File: src/rtl/fetch_stage.sv
// Fetch stage and IF/ID pipeline register for the pipelined RISC-V core.
// Define FETCH_PERF_CNT_EN to add the fetch/redirect/bubble performance counters.
//
// state | meaning
// ------+-------------------------------------------------------------
// RUN   | normal fetching; redirects take effect when imem_ready=1
// KILL  | redirect arrived mid-fetch; waiting to drop the outstanding word
module fetch_stage #(
    parameter int                XLEN      = 32,
    parameter logic [XLEN-1:0]   RESET_PC  = '0,
    parameter logic [31:0]       NOP_INSTR = 32'h0000_0013
) (
    input  logic                 clk,
    input  logic                 rst,
    input  logic [1:0]           PCSrcE,
    input  logic [XLEN-1:0]      PCTargetE,
    input  logic [XLEN-1:0]      ALUResultE,
    input  logic                 StallF,
    input  logic                 StallD,
    input  logic                 FlushD,
    output logic [XLEN-1:0]      imem_addr,
    output logic                 imem_req,
    input  logic                 imem_ready,
    input  logic [31:0]          imem_rdata,
    output logic [XLEN-1:0]      PCF,
    output logic [31:0]          InstrD,
    output logic [XLEN-1:0]      PCD,
    output logic [XLEN-1:0]      PCPlus4D,
    output logic                 ValidD,
`ifdef FETCH_PERF_CNT_EN
    output logic [31:0]          perf_fetch_cnt,
    output logic [31:0]          perf_redirect_cnt,
    output logic [31:0]          perf_bubble_cnt,
`endif
    output logic                 KillF
);

    typedef enum logic {ST_RUN = 1'b0, ST_KILL = 1'b1} state_t;

    state_t            state_q, state_d;
    logic [XLEN-1:0]   pc_q, pc_d;
    logic [XLEN-1:0]   pend_q, pend_d;
    logic [31:0]       instr_q, instr_d;
    logic [XLEN-1:0]   pcd_q, pcd_d;
    logic [XLEN-1:0]   pcp4d_q, pcp4d_d;
    logic              valid_q, valid_d;

    logic              redirect;
    logic [XLEN-1:0]   target;
    logic [XLEN-1:0]   pc_plus4;
    logic              accept;
    logic              d_load;

    assign redirect = (PCSrcE == 2'b01) || (PCSrcE == 2'b10);
    assign target   = (PCSrcE == 2'b10) ? {ALUResultE[XLEN-1:1], 1'b0} : PCTargetE;
    assign pc_plus4 = pc_q + XLEN'(4);
    assign accept   = imem_ready && !StallF && (state_q == ST_RUN);

    always_ff @(posedge clk) begin
        if (rst) begin
            state_q <= ST_RUN;
            pc_q    <= RESET_PC;
            pend_q  <= '0;
            instr_q <= NOP_INSTR;
            pcd_q   <= '0;
            pcp4d_q <= '0;
            valid_q <= 1'b0;
        end else begin
            state_q <= state_d;
            pc_q    <= pc_d;
            pend_q  <= pend_d;
            instr_q <= instr_d;
            pcd_q   <= pcd_d;
            pcp4d_q <= pcp4d_d;
            valid_q <= valid_d;
        end
    end

    // Next-state and PC selection; redirect outranks StallF in both states.
    always_comb begin
        state_d = state_q;
        pc_d    = pc_q;
        pend_d  = pend_q;
        d_load  = 1'b0;
        case (state_q)
            ST_RUN: begin
                if (redirect && imem_ready) begin
                    pc_d = target;
                end else if (redirect) begin
                    pend_d  = target;
                    state_d = ST_KILL;
                end else if (accept) begin
                    pc_d   = pc_plus4;
                    d_load = 1'b1;
                end
            end
            ST_KILL: begin
                if (imem_ready) begin
                    pc_d    = redirect ? target : pend_q;
                    state_d = ST_RUN;
                end else if (redirect) begin
                    pend_d = target;
                end
            end
            default: state_d = ST_RUN;
        endcase
    end

    // IF/ID register: FlushD > StallD > load/bubble. Bubbles keep PCD/PCPlus4D.
    always_comb begin
        instr_d = instr_q;
        pcd_d   = pcd_q;
        pcp4d_d = pcp4d_q;
        valid_d = valid_q;
        if (FlushD) begin
            instr_d = NOP_INSTR;
            valid_d = 1'b0;
        end else if (!StallD) begin
            if (d_load) begin
                instr_d = imem_rdata;
                pcd_d   = pc_q;
                pcp4d_d = pc_plus4;
                valid_d = 1'b1;
            end else begin
                instr_d = NOP_INSTR;
                valid_d = 1'b0;
            end
        end
    end

    always_comb begin
        KillF    = (state_q == ST_KILL);
        imem_req = !rst;
    end

    assign imem_addr = pc_q;
    assign PCF       = pc_q;
    assign InstrD    = instr_q;
    assign PCD       = pcd_q;
    assign PCPlus4D  = pcp4d_q;
    assign ValidD    = valid_q;

`ifdef FETCH_PERF_CNT_EN
    logic [31:0] fcnt_q, fcnt_d;
    logic [31:0] rcnt_q, rcnt_d;
    logic [31:0] bcnt_q, bcnt_d;

    always_comb begin
        fcnt_d = fcnt_q + {31'd0, accept};
        rcnt_d = rcnt_q + {31'd0, redirect};
        bcnt_d = bcnt_q + {31'd0, (!FlushD && !StallD && !d_load)};
    end

    always_ff @(posedge clk) begin
        if (rst) begin
            fcnt_q <= '0;
            rcnt_q <= '0;
            bcnt_q <= '0;
        end else begin
            fcnt_q <= fcnt_d;
            rcnt_q <= rcnt_d;
            bcnt_q <= bcnt_d;
        end
    end

    assign perf_fetch_cnt    = fcnt_q;
    assign perf_redirect_cnt = rcnt_q;
    assign perf_bubble_cnt   = bcnt_q;
`endif

endmodule

File: config.mk
export PLATFORM = sky130hd
export DESIGN_NAME = fetch_stage
export DESIGN_NICKNAME = d
export VERILOG_FILES = /design/src/rtl/fetch_stage.sv
export SDC_FILE = /design/constraint.sdc
export NUM_CORES = 1
export LEC_CHECK = 0
export ABC_AREA = 1
export CAP_MARGIN = 25
export CORE_AREA = 2 2 153 155
export CTS_CLUSTER_DIAMETER = 50
export DETAILED_ROUTE_END_ITERATION = 8
export DIE_AREA = 0 0 155 157
export PLACE_DENSITY = 0.69
export SLEW_MARGIN = 20
export SYNTH_ARGS = -nofsm -noshare
export SYNTH_HDL_FRONTEND = slang
export SYNTH_SLANG_ARGS = --single-unit
File: constraint.sdc
create_clock -name clk -period 2.1 [get_ports clk]
set_input_delay 0.63 -clock clk [delete_from_list [all_inputs] [get_ports clk]]
set_output_delay 0.63 -clock clk [all_outputs]
set_load 0.005 [all_outputs]
## Word level (Yosys, flattened, before mapping)

Cells that the tools add are included.
W data, S select, Z words.

- Bitwise operators: 3
- Reduce and logical (&&, ||, !) cells: 10
- Muxes and demuxes: 20
- $add $sub $neg: 1
- Equality and inequality tests: 7

Operators by type and width:

| kind | count |
|---|---|
| $mux W32 | 9 |
| $pmux W32 S2 | 2 |
| $add A32 B3 Y32 const B | 1 |
| $mux W1 | 8 |
| $ne A2 B2 Y1 const B | 3 |
| $ne A3 B2 Y1 const B | 2 |
| $reduce_and A3 Y1 | 2 |
| $logic_and A1 B1 Y1 | 3 |
| $not A1 Y1 | 3 |
| $eq A2 B1 Y1 const B | 1 |
| $eq A2 B2 Y1 const B | 1 |
| $logic_not A1 Y1 | 2 |
| $pmux W1 S2 | 1 |
| $reduce_and A2 Y1 | 1 |
| $reduce_or A2 Y1 | 1 |
| $logic_or A1 B1 Y1 | 1 |

- Flip-flop bits (word level): 162
- Input port bits: 104
- Output and inout bits: 163

## Logic depth before layout (Yosys ltp)

Gate-level depths: netlist of the first run.

- Depth after elaboration: 8
- Depth in mapped cells: 13

## Worst setup path before layout of the first run

No wires, ideal clock.

- Kind: input -> register
- From: input PCSrcE[0]
- To: register pc_q[22], in the netlist PCF[22]
- Data required time: 2030 ps
- Path slack: 117 ps
- Arrival time: 1914 ps
- Cell stages on the path: 10
- Path buffers: 1
- Cell sequence: inv_1 ha_1 inv_2 nand2_2 nor2_4 inv_1 buf_6 o21ai_0 nor2_1 a21oi_1

- Word-level cells in the longest chain between the ends: 5
- Elaborated cells on any way between the ends: 12

Ends and longest elaborated chain:

| item | RTL line | RTL |
|---|---|---|
| from (decl) | 15 | `input logic [1:0] PCSrcE,` |
| $eq A2 B2 Y1 / $eq A2 B1 Y1 (equally long branches) | 54, 55 |  |
| $mux W32 / $logic_or A1 B1 Y1 (equally long branches) | 55, 54 |  |
| $mux W32 / $logic_and A1 B1 Y1 (equally long branches) | n/a |  |
| $mux W32 (tied with other cells) | 98 | `if (imem_ready) begin` |
| $pmux W32 S2 / $reduce_and A3 Y1 (equally long branches) | n/a |  |
| to (signal assigned) | 70 | `pc_q <= pc_d;` |
| to (decl) | 41 | `logic [XLEN-1:0] pc_q, pc_d;` |

Several ways; a longest one is shown, not always the timed one. The select of a mux whose other input is x is not followed.
A chain may end at the register's enable or synchronous reset.

## Worst setup path in the final report of the first run

- From: register pc_q[4], in the netlist PCF[4]
- To: output imem_addr[4]

RTL lines:

| item | RTL line | RTL |
|---|---|---|
| to (decl) | 21 | `output logic [XLEN-1:0] imem_addr,` |

No word-level cell between the ends.

==> metrics.md, run 1 <==
| Metric | Value |
|---|---|
| Outcome | `completed` |
| Post-layout min period | `2.08 ns` |
| Clock latency on the worst-skew pair | `0.43 ns` |
| Register bit total from synthesis | `160` |
| Setup Skew | `0.00838 ns` |
| Diode count | `0` |
| Clock power share | `39.1%` |
| Vias | `8,795` |
| CP cell instances | `buf_4 > clkdlybuf4s50_1` |
| Vias in the first global route | `8,207` |
| Clk sinks | `160` |
| DR iter-0 viols | `608` |
| Flop pwr share | `40.1%` |
| Synth Cell Area | `7810 um^2` |
| Crit path max-delay family | `buffers and inverters` |
| CP Depth | `2` |
| Post-route insts no fill | `1,721` |
| First-pass GRT wire length | `43,500 um` |
| Cells after DPL | `1,672` |
| DP Worst Slack | `-0.510 ns` |
| CTS buffer count | `17` |
| Synth Warn # | `0` |
| Syn Inst Count | `1,133` |
| Overflow after GRT | `0` |
| Pwr Density | `705 nW/um^2` |
| Clock slew at reported path FFs | `0.07 ns` |
| Worst-Margin Slew | `0.482 ns` |
| WL per Instance | `17.1 um` |
| Nets | `1,529` |
| Most common cell after layout, fill and taps aside | `nand2_1` |
| Syn Area/Cell | `6.89 um^2` |
| CP peak stage delay | `0.51 ns` |
| Largest net degree at the start of global routing | `118` |
| Comb pwr share | `20.8%` |
| CP max stage cell | `clkdlybuf4s50_1` |
| Critical Path Start Type | `flop` |
| Post-layout util | `54.0%` |
| Die Ht | `157 um` |
| Max Transition Viols Final | `0` |
| Period utilisation layout | `98.9%` |
| Clock Tree Buf Depth | `2` |
| # rows | `55` |
| RePlAce Congestion | `0.901` |
| R2R depth | `8` |
| Vias per cell | `5.11` |
| Fmax | `482 MHz` |
| Final hold vios | `0` |
| Crit path buffers/inverters | `2` |
| Max rail drop VDD | `0.000505 V` |
| Detailed Route WL | `29,400 um` |
| Drt pass-1 iters | `6` |
| Final ANT Viol Nets | `0` |
| CTS tree | `built` |
| Max_slew headroom | `67.5%` |
| Final WS setup | `0.0235 ns` |
| Layout cells sized above 1 | `14.6%` |
| Sw Pwr | `2390 uW` |
| Core Footprint | `22,500 um^2` |
| Static leakage | `0.00495 uW` |
| DR DRC count | `0` |
| Post-DP HPWL | `20,300 um` |
| Switch share | `27.9%` |
| CP Class | `reg2out` |
| CP required | `1.47 ns` |
| Cell variety after synth | `33` |
| Initial Util | `34.7%` |
| Syn nets | `1,239` |
| Sequential-to-total area share from yosys stat | `41.0%` |
| Hold crit path type | `reg2reg` |
| Number of port buffers | `265` |
| H-tree depth | `4` |
| Die X | `155 um` |
| Crit path DAT | `1.45 ns` |
| Most frequent cells in the layout | `nand2_1 (274), clkdlybuf4s50_1 (258), o21ai_0 (142), dfxtp_1 (134), a21oi_1 (120)` |
| Overall routing resource usage | `22.9%` |
| Hold path cells | `2` |
| MaxCap Viol Count | `0` |
| Endpoint class of the critical path | `primary output` |
| Critical path peak fanout | `4` |
| Antenna violations before repair | `0` |
| Die ar. | `24,300 um^2` |
| I/O pin total | `267` |
| P_int | `6180 uW` |
| Endpoints failing setup | `0` |
| Synth-to-layout area growth | `55.6%` |
| Clk root buf | `clkbuf_16` |
## worst paths after layout
| path | from | endpoint | slack, ns |
|---|---|---|---|
| worst max-delay path | PCF[4] | imem_addr[4] | 0.02 |
| worst min-delay path | InstrD[8] | InstrD[8] | 0.46 |
| worst max register to register | PCF[3] | PCF[16] | 0.21 |
| worst min register to register | InstrD[8] | InstrD[8] | 0.46 |
## cells in the mapped netlist, drive strengths merged
cell type  instances  area, um^2
and2               2        12.5
nand4              2        12.5
or2                6        37.5
nor3               1        5.00
clkbuf            29         109
a21oi            123         616
nor3b              1        7.51
o21ai            160         801
o21bai             8        60.1
xor2               9        78.8
xnor2              1        8.76
ha                 2        25.0
dfxtp            160        3200
o211ai            18         135
buf               75         497
mux2i              1        10.0
o22ai              3        18.8
inv               74         278
nor2             107         447
nand3b             4        30.0
nand2            277        1050
o221a              1        11.3
nand3             69         358
## per-layer routing
metal | global-route usage [%] | share of wire, % | vias up
li1 | - | - | 4273
met1 | 26.6 | 40 | 4010
met2 | 40.1 | 48 | 448
met3 | 6.50 | 8.3 | 64
met4 | 8.77 | 3.5 | 0
met5 | 0 | 0 | -
## cell type report
| class | count | area [um^2] |
|---|---|---|
| fill | 2124 | 10400 |
| inverter | 74 | 290 |
| tap | 285 | 357 |
| clock buffer | 19 | 443 |
| timing repair buffer | 375 | 3840 |
| sequential | 160 | 3250 |
| multi-input combinational | 795 | 3780 |
| clock inverter | 13 | 186 |
## power by group through the flow
| stage | combinational [uW] | clock (uW) | sequential, uW |
|---|---|---|---|
| global route | 1950 | 3520 | 3450 |
| CTS | 1750 | 3390 | 3420 |
| finish | 1780 | 3350 | 3440 |
| detailed placement | 1690 | 0 | 3480 |
| global placement | 1670 | 0 | 3470 |
| floorplan | 808 | 0 | 3420 |
## cells by family (layout without fill, tap and decap cells)
family	count (synthesis)	after routing	synth area share (%)
and+or+nand+nor	469	469	25.1
AOI/OAI and AO/OA	313	313	21.0
buffers and inverters	178	481	11.3
DFF	160	160	41.0
xor gates and xnor gates	10	10	1.12
adders and majority gates	2	2	0.320
muxes	1	1	0.128
## sequential cells by signal, summed over array words and instances, names as in the netlist
| name | cells |
|---|---|
| PCF | 32 |
| PCD | 32 |
| pend_q | 32 |
| ValidD | 1 |
| InstrD | 32 |
| PCPlus4D | 30 |
| KillF | 1 |
## metrics by stage
step,cell area (um^2),total power (uW),setup TNS [ns],hold slack [ns]
6_report,12200,8570,0,0.463
5_1_grt,12200,8920,-0.0209,0.480
4_1_cts,11800,8550,-0.0261,0.464
3_5_place_dp,11100,5170,-61.24,0.454
3_3_place_gp,11100,5150,-58.25,0.442
2_1_floorplan,7810,4230,0,0.453
## worst min-delay path: stages, from the launching register on
cell and delay, ns:
dfxtp_1 0.31, nand2_1 0.06, a21oi_1 0.05
## repair_timing
| item | in CTS | in global routing |
|---|---|---|
| pin swaps | 0 | 7 |
| hold buffers | 0 | 0 |
| setup endpoints to repair | 68 | 108 |
| setup buffers | 2 | 8 |
| resized for setup | 35 | 56 |
| cloned | 1 | 7 |
Power figures use the tool's default switching activity.
==> inputs of run 2 (changes only) <==
- PLACE_DENSITY: 0.69 -> not set
==> run 2 against run 1 <==
  * Register-to-register slack worse by 0.03 ns
  * Cell area down 1.1%
  * Critical path depth down 1
  * Hold slack worse by 0.0071 ns
  * Worst setup slack better by 0.011 ns
  * Non-clock buffer count unchanged
  * Sequential share of layout area up 0.33 points
  * Clock power down 13%
  * Critical path type unchanged
  * Largest power group unchanged
==> metrics.md, run 2 (synthesis results as in run 1) <==
| Metric | Value |
|---|---|
| Nets | `1,529 (unchanged)` |
| Max Transition Viols Final | `0 (unchanged)` |
| Pwr Density | `677 nW/um^2 (-4.1%)` |
| Die Ht | `157 um (unchanged)` |
| MaxCap Viol Count | `0 (unchanged)` |
| Post-DP HPWL | `20,500 um (+0.72%)` |
| DR DRC count | `0 (unchanged)` |
| Most common cell after layout, fill and taps aside | `nand2_1` |
| RePlAce Congestion | `0.857 (-4.9%)` |
| Detailed Route WL | `28,700 um (-2.2%)` |
| Total power | `8130 uW (-5.1%)` |
| Clk sinks | `160 (unchanged)` |
| Critical path peak fanout | `7 (+3)` |
| First-pass GRT wire length | `43,400 um (-0.37%)` |
| Static leakage | `0.00487 uW (-1.5%)` |
| CP Class | `reg2out` |
| Layout cells sized above 1 | `14.3% (-0.34 points)` |
| P_int | `5820 uW (-5.8%)` |
| Layout filler cell count | `2,192 (+3.2%)` |
| Flop pwr share | `42.3% (+2.2 points)` |
| Crit path buffers/inverters | `1 (-1)` |
| # rows | `55 (unchanged)` |
| FF+latch area | `3250 um^2 (+0.12%)` |
| CP cell instances | `clkdlybuf4s50_1` |
| Final hold vios | `0 (unchanged)` |
| Vias per cell | `4.93 (-3.5%)` |
| Clock power share | `36.0% (-3.1 points)` |
| CP required | `1.47 ns (about the same)` |
| Final WS setup | `0.0346 ns (+0.0111 ns)` |
| DP Worst Slack | `-0.556 ns (-0.0453 ns)` |
| Max rail drop VDD | `0.000523 V (+3.8%)` |
| CP max stage cell | `clkdlybuf4s50_1` |
| Switch share | `28.4% (+0.50 points)` |
| Endpoint class of the critical path | `primary output` |
| Outcome | `completed` |
| Clock Tree Buf Depth | `2 (unchanged)` |
| Sw Pwr | `2310 uW (-3.4%)` |
| WL per Instance | `16.7 um (-2.1%)` |
| Antenna violations before repair | `0 (unchanged)` |
| Final ANT Viol Nets | `0 (unchanged)` |
| Die ar. | `24,300 um^2 (unchanged)` |
| DR iter-0 viols | `486 (-20%)` |
| Hold_sp | `InstrD[17]` |
| I/O pin total | `267 (unchanged)` |
| Hold Crit Endpoint | `InstrD[17]` |
| Most frequent cells in the layout | `nand2_1 (273), clkdlybuf4s50_1 (259), o21ai_0 (146), dfxtp_1 (131), a21oi_1 (122)` |
| Initial Util | `34.7% (unchanged)` |
| Vias in the first global route | `7,992 (-2.6%)` |
| R2R Path Start | `PCF[3]` |
| Endpoints failing setup | `0 (unchanged)` |
| Largest net degree at the start of global routing | `90 (-24%)` |
| Fmax | `484 MHz (+0.54%)` |
| Hold path cells | `2 (unchanged)` |
| Crit path DAT | `1.44 ns (about the same)` |
| Post-layout min period | `2.07 ns (-0.0111 ns)` |
| Clock latency on the worst-skew pair | `0.42 ns (about the same)` |
| Clk root buf | `clkbuf_16` |
| Flop2flop setup slack | `0.18 ns (-0.03 ns)` |
| Overall routing resource usage | `22.8% (-0.10 points)` |
| CTS tree | `built` |
| Cells after DPL | `1,678 (+0.36%)` |
| Period utilisation layout | `98.4% (-0.53 points)` |
| CP peak stage delay | `0.57 ns (+0.06 ns)` |
| Core Footprint | `22,500 um^2 (unchanged)` |
| Setup_tns | `0 ns (unchanged)` |
| Crit path max-delay family | `buffers and inverters` |
| CTS buffer count | `17 (unchanged)` |
| Synth-to-layout area growth | `53.9%` |
| Setup Skew | `0.0116 ns (+0.00325 ns)` |
| Hold crit path type | `reg2reg` |
| Diode count | `0 (unchanged)` |
| R2R depth | `8 (unchanged)` |
| Worst-Margin Slew | `0.396 ns (-0.0865 ns)` |
| Overflow after GRT | `0 (unchanged)` |
| Die X | `155 um (unchanged)` |
| Critical Path Start Type | `flop` |
| Comb pwr share | `21.8% (+1.0 points)` |
| Vias | `8,480 (-3.6%)` |
| Post-route insts no fill | `1,720 (-0.058%)` |
| Worst R2R End | `PCF[19]` |
| Clock slew at reported path FFs | `0.06 ns (about the same)` |
| Max_slew headroom | `73.3% (+5.8 points)` |
| Multi-input gate area | `3770 um^2 (-0.36%)` |
| Number of port buffers | `265 (unchanged)` |
| RSZ-0062 raised after global routing | `no` |
| H-tree depth | `4 (unchanged)` |
| Drt pass-1 iters | `5 (-1)` |
## run 2: cell types whose count changed in the layout (fill, tap and decap cells not counted), moves of 2 or more
cell       before  now
a21oi_1       120  122
buf_12         13   10
clkbuf_1        1    4
o21ai_0       142  146
buf_6           9    6
bufinv_16       4    1
dfxtp_2        20   23
a21oi_2         3    1
o21ai_1        14   11
clkinv_4        3    0
buf_4          79   84
dfxtp_1       134  131
## run 2: timing repair
item	CTS	global route
hold buffers	0	0
cloned	1	7
setup buffers	1	3
endpoints found under the setup margin	104	139
gates resized for setup	29	45
pin swaps	1	9
## run 2: power by group through the flow
stage	Combinational [uW]	Clock, uW	Sequential, uW
2_1_floorplan	808	0	3420
3_3_place_gp	1710	0	3480
3_5_place_dp	1720	0	3480
4_1_cts	1740	2970	3430
5_1_grt	1940	3120	3460
6_report	1770	2920	3440
## run 2: routing by layer
| layer | up-vias | global-route usage, % | wire (um) |
|---|---|---|---|
| met5 | - | 0 | 0 |
| met4 | 0 | 6.88 | 628 |
| met3 | 32 | 6.61 | 2260 |
| met2 | 317 | 38.6 | 13800 |
| met1 | 3857 | 28.2 | 12100 |
| li1 | 4274 | - | - |
## run 2: worst max-delay path by stage
stage / start / end / slack (ns) / depth (start not counted)
after floorplan: PCSrcE[0] / PCF[22] / 0.12 / 10
after global placement: PCSrcE[0] / PCPlus4D[23] / -0.54 / 11
after detailed placement: PCSrcE[0] / PCPlus4D[23] / -0.56 / 11
after CTS: PCF[4] / imem_addr[4] / 0.002 / 2
after global routing: KillF / KillF / 0.003 / 1
final: PCF[10] / imem_addr[10] / 0.03 / 1
## run 2: final cells by class
class	instances	share of cell area, %
sequential	160	27.1
multi-input combinational	795	31.4
inverter	74	2.40
clock inverter	9	0.719
tap	285	2.97
timing repair buffer	375	31.7
clock buffer	22	3.78
## run 2: stage by stage
step / util, % / hold slack (ns) / instance area [um^2]
global route: 53.4 / 0.485 / 12000
floorplan: - / 0.453 / 7810
detailed placement: 49.2 / 0.449 / 11100
CTS: 52.1 / 0.459 / 11700
finish: 53.4 / 0.456 / 12000
global placement: 49.2 / 0.441 / 11100
==> inputs of run 3 (changes only) <==
- CORE_AREA: 2 2 153 155 -> 2 2 170 139
- DIE_AREA: 0 0 155 157 -> 0 0 172 141
- PLACE_DENSITY: not set -> 0.69
==> run 3 against run 2 <==
  * Utilization down 0.33 points
  * Flip-flop and latch count unchanged
  * Die area down 0.34%
  * Final cell count up 1.0%
  * Sequential power about the same
  * Register-to-register slack worse by 0.10 ns
  * Via count up 2.0%
==> metrics.md, run 3 (synthesis results as in run 1) <==
| Metric | Value |
|---|---|
| CP cell instances | `clkdlybuf4s50_1` |
| Final ANT Viol Nets | `0 (unchanged)` |
| Clk sinks | `160 (unchanged)` |
| Pwr Density | `712 nW/um^2 (+5.3%)` |
| Number of port buffers | `265 (unchanged)` |
| Sw Pwr | `2440 uW (+5.8%)` |
| Critical path peak fanout | `7 (unchanged)` |
| Period utilisation layout | `97.9% (-0.47 points)` |
| CP Class | `reg2out` |
| Most common cell after layout, fill and taps aside | `nand2_1` |
| I/O pin total | `267 (unchanged)` |
| Post-DP HPWL | `19,900 um (-2.6%)` |
| Setup Skew | `0.0122 ns (+0.000590 ns)` |
| Layout cells sized above 1 | `13.6% (-0.67 points)` |
| Synth-to-layout area growth | `54.7%` |
| Clock Tree Buf Depth | `2 (unchanged)` |
| Worst-Margin Slew | `0.471 ns (+0.0751 ns)` |
| Switch share | `28.3% (about the same)` |
| Vias | `8,647 (+2.0%)` |
| Largest net degree at the start of global routing | `116 (+29%)` |
| Crit path buffers/inverters | `1 (unchanged)` |
| Setup_tns | `0 ns (unchanged)` |
| Initial Util | `34.3% (-0.41 points)` |
| Final hold vios | `0 (unchanged)` |
| Clk root buf | `clkbuf_16` |
| Vias per cell | `4.98 (+0.91%)` |
| Endpoint class of the critical path | `primary output` |
| Crit path DAT | `1.43 ns (about the same)` |
| Hold crit path type | `reg2reg` |
| CP required | `1.47 ns (about the same)` |
| # rows | `50 (-9.1%)` |
| Comb pwr share | `20.6% (-1.2 points)` |
| Antenna violations before repair | `1 (+1)` |
| Nets | `1,518 (-0.72%)` |
| Post-layout min period | `2.06 ns (-0.00992 ns)` |
| H-tree depth | `4 (unchanged)` |
| Clock power share | `39.7% (+3.7 points)` |
| RePlAce Congestion | `0.934 (+9.0%)` |
| Hold slack | `0.454 ns (-0.00160 ns)` |
| Flop pwr share | `39.7% (-2.6 points)` |
| DR DRC count | `0 (unchanged)` |
| First-pass GRT wire length | `42,900 um (-0.95%)` |
| Static leakage | `0.00492 uW (+0.97%)` |
| CTS tree | `built` |
| Clock slew at reported path FFs | `0.07 ns (about the same)` |
| Overflow after GRT | `0 (unchanged)` |
| Overall routing resource usage | `22.7% (-0.11 points)` |
| Crit path max-delay family | `buffers and inverters` |
| Hold_buf cts | `0 (unchanged)` |
| Die ar. | `24,300 um^2 (-0.34%)` |
| Core Footprint | `22,800 um^2 (+1.2%)` |
| P_int | `6170 uW (+5.9%)` |
| Most frequent cells in the layout | `nand2_1 (274), clkdlybuf4s50_1 (256), o21ai_0 (145), dfxtp_1 (133), a21oi_1 (121)` |
| Outcome | `completed` |
| MaxCap Viol Count | `0 (unchanged)` |
| DR iter-0 viols | `729 (+50%)` |
| Max Transition Viols Final | `0 (unchanged)` |
| Die X | `172 um (+11%)` |
| WL per Instance | `16.3 um (-2.4%)` |
| Vias in the first global route | `8,153 (+2.0%)` |
| CP max stage cell | `clkdlybuf4s50_1` |
| RSZ-0062 raised after global routing | `no` |
| CTS buffer count | `17 (unchanged)` |
| Clock latency on the worst-skew pair | `0.43 ns (about the same)` |
| Max rail drop VDD | `0.000427 V (-18%)` |
| Fmax | `487 MHz (+0.48%)` |
| Endpoints failing setup | `0 (unchanged)` |
| CP peak stage delay | `0.54 ns (-0.03 ns)` |
| Die Ht | `141 um (-10%)` |
| Critical Path Start Type | `flop` |
| Total power | `8610 uW (+5.9%)` |
| Drt pass-1 iters | `5 (unchanged)` |
| Max_slew headroom | `68.6% (-4.7 points)` |
| Detailed Route WL | `28,300 um (-1.4%)` |
run 3: changes by cell type in the layout (fill, tap and decap cells not counted), sizes merged:
cell,previous run,this run
dlymetal6s2s,4,6
dlygate4sd2,2,3
bufinv,1,4
inv,75,80
buf,103,93
bufbuf,0,1
clkbuf,29,22
clkdlybuf4s50,259,256
clkinv,2,3
clkinvlp,5,2
diode,0,1
run 3: worst register-to-register path, cell delays in order (launching register included):
cell,delay (ns)
dfxtp_2,0.36
ha_1,0.18
nand2_1,0.07
nor2_2,0.32
nand2_2,0.21
o21ai_0,0.31
nand3_1,0.20
nand3_1,0.15
a21oi_1,0.08
run 3: layout make-up:
cell class                 instances  area (um^2)
sequential                       160         3250
timing repair buffer             364         3760
clock inverter                    15          206
tap                              312          390
multi-input combinational        795         3760
inverter                          74          285
fill                            2183        10700
clock buffer                      17          425
antenna                            1         2.50
run 3: path summary, 6_finish.rpt:
path / start / endpoint / slack (ns) / depth (start not counted)
setup / recovery: PCF[18] / imem_addr[18] / 0.04 / 1
hold / removal: InstrD[17] / InstrD[17] / 0.45 / 2
setup reg to reg: PCF[3] / PCF[14] / 0.08 / 8
hold reg to reg: InstrD[17] / InstrD[17] / 0.45 / 2
run 3: through the flow:
stage | instance area, um^2 | util (%) | cells | setup slack [ns]
finish | 12100 | 53.1 | 1738 | 0.0445
global route | 12100 | 53.1 | 1738 | 0.00431
CTS | 11800 | 52.0 | 1730 | 0.00124
detailed placement | 11100 | 48.6 | 1694 | -0.537
global placement | 11100 | 48.6 | 1694 | -0.534
floorplan | 7810 | - | 1133 | 0.117
run 3: timing repair:
item,in CTS,in global routing
gates cloned,2,6
pin swaps,1,5
gates resized for setup,32,39
setup endpoints to repair,107,110
buffers inserted,2,1
run 3: metal layers:
layer  GRT usage (%)  up-vias  wire length, um
met5               0        -                0
met4            7.34        0              553
met3            6.51       32             2610
met2            36.8      388            12900
met1            29.1     3977            12300
li1                -     4250                -
run 3: power by group through the flow:
stage                     Combinational (uW)  Clock [uW]  Sequential [uW]
after floorplan                          808           0             3420
after global placement                  1670           0             3460
after detailed placement                1700           0             3460
after CTS                               1750        3440             3400
after global routing                    1940        3560             3430
final                                   1780        3420             3420
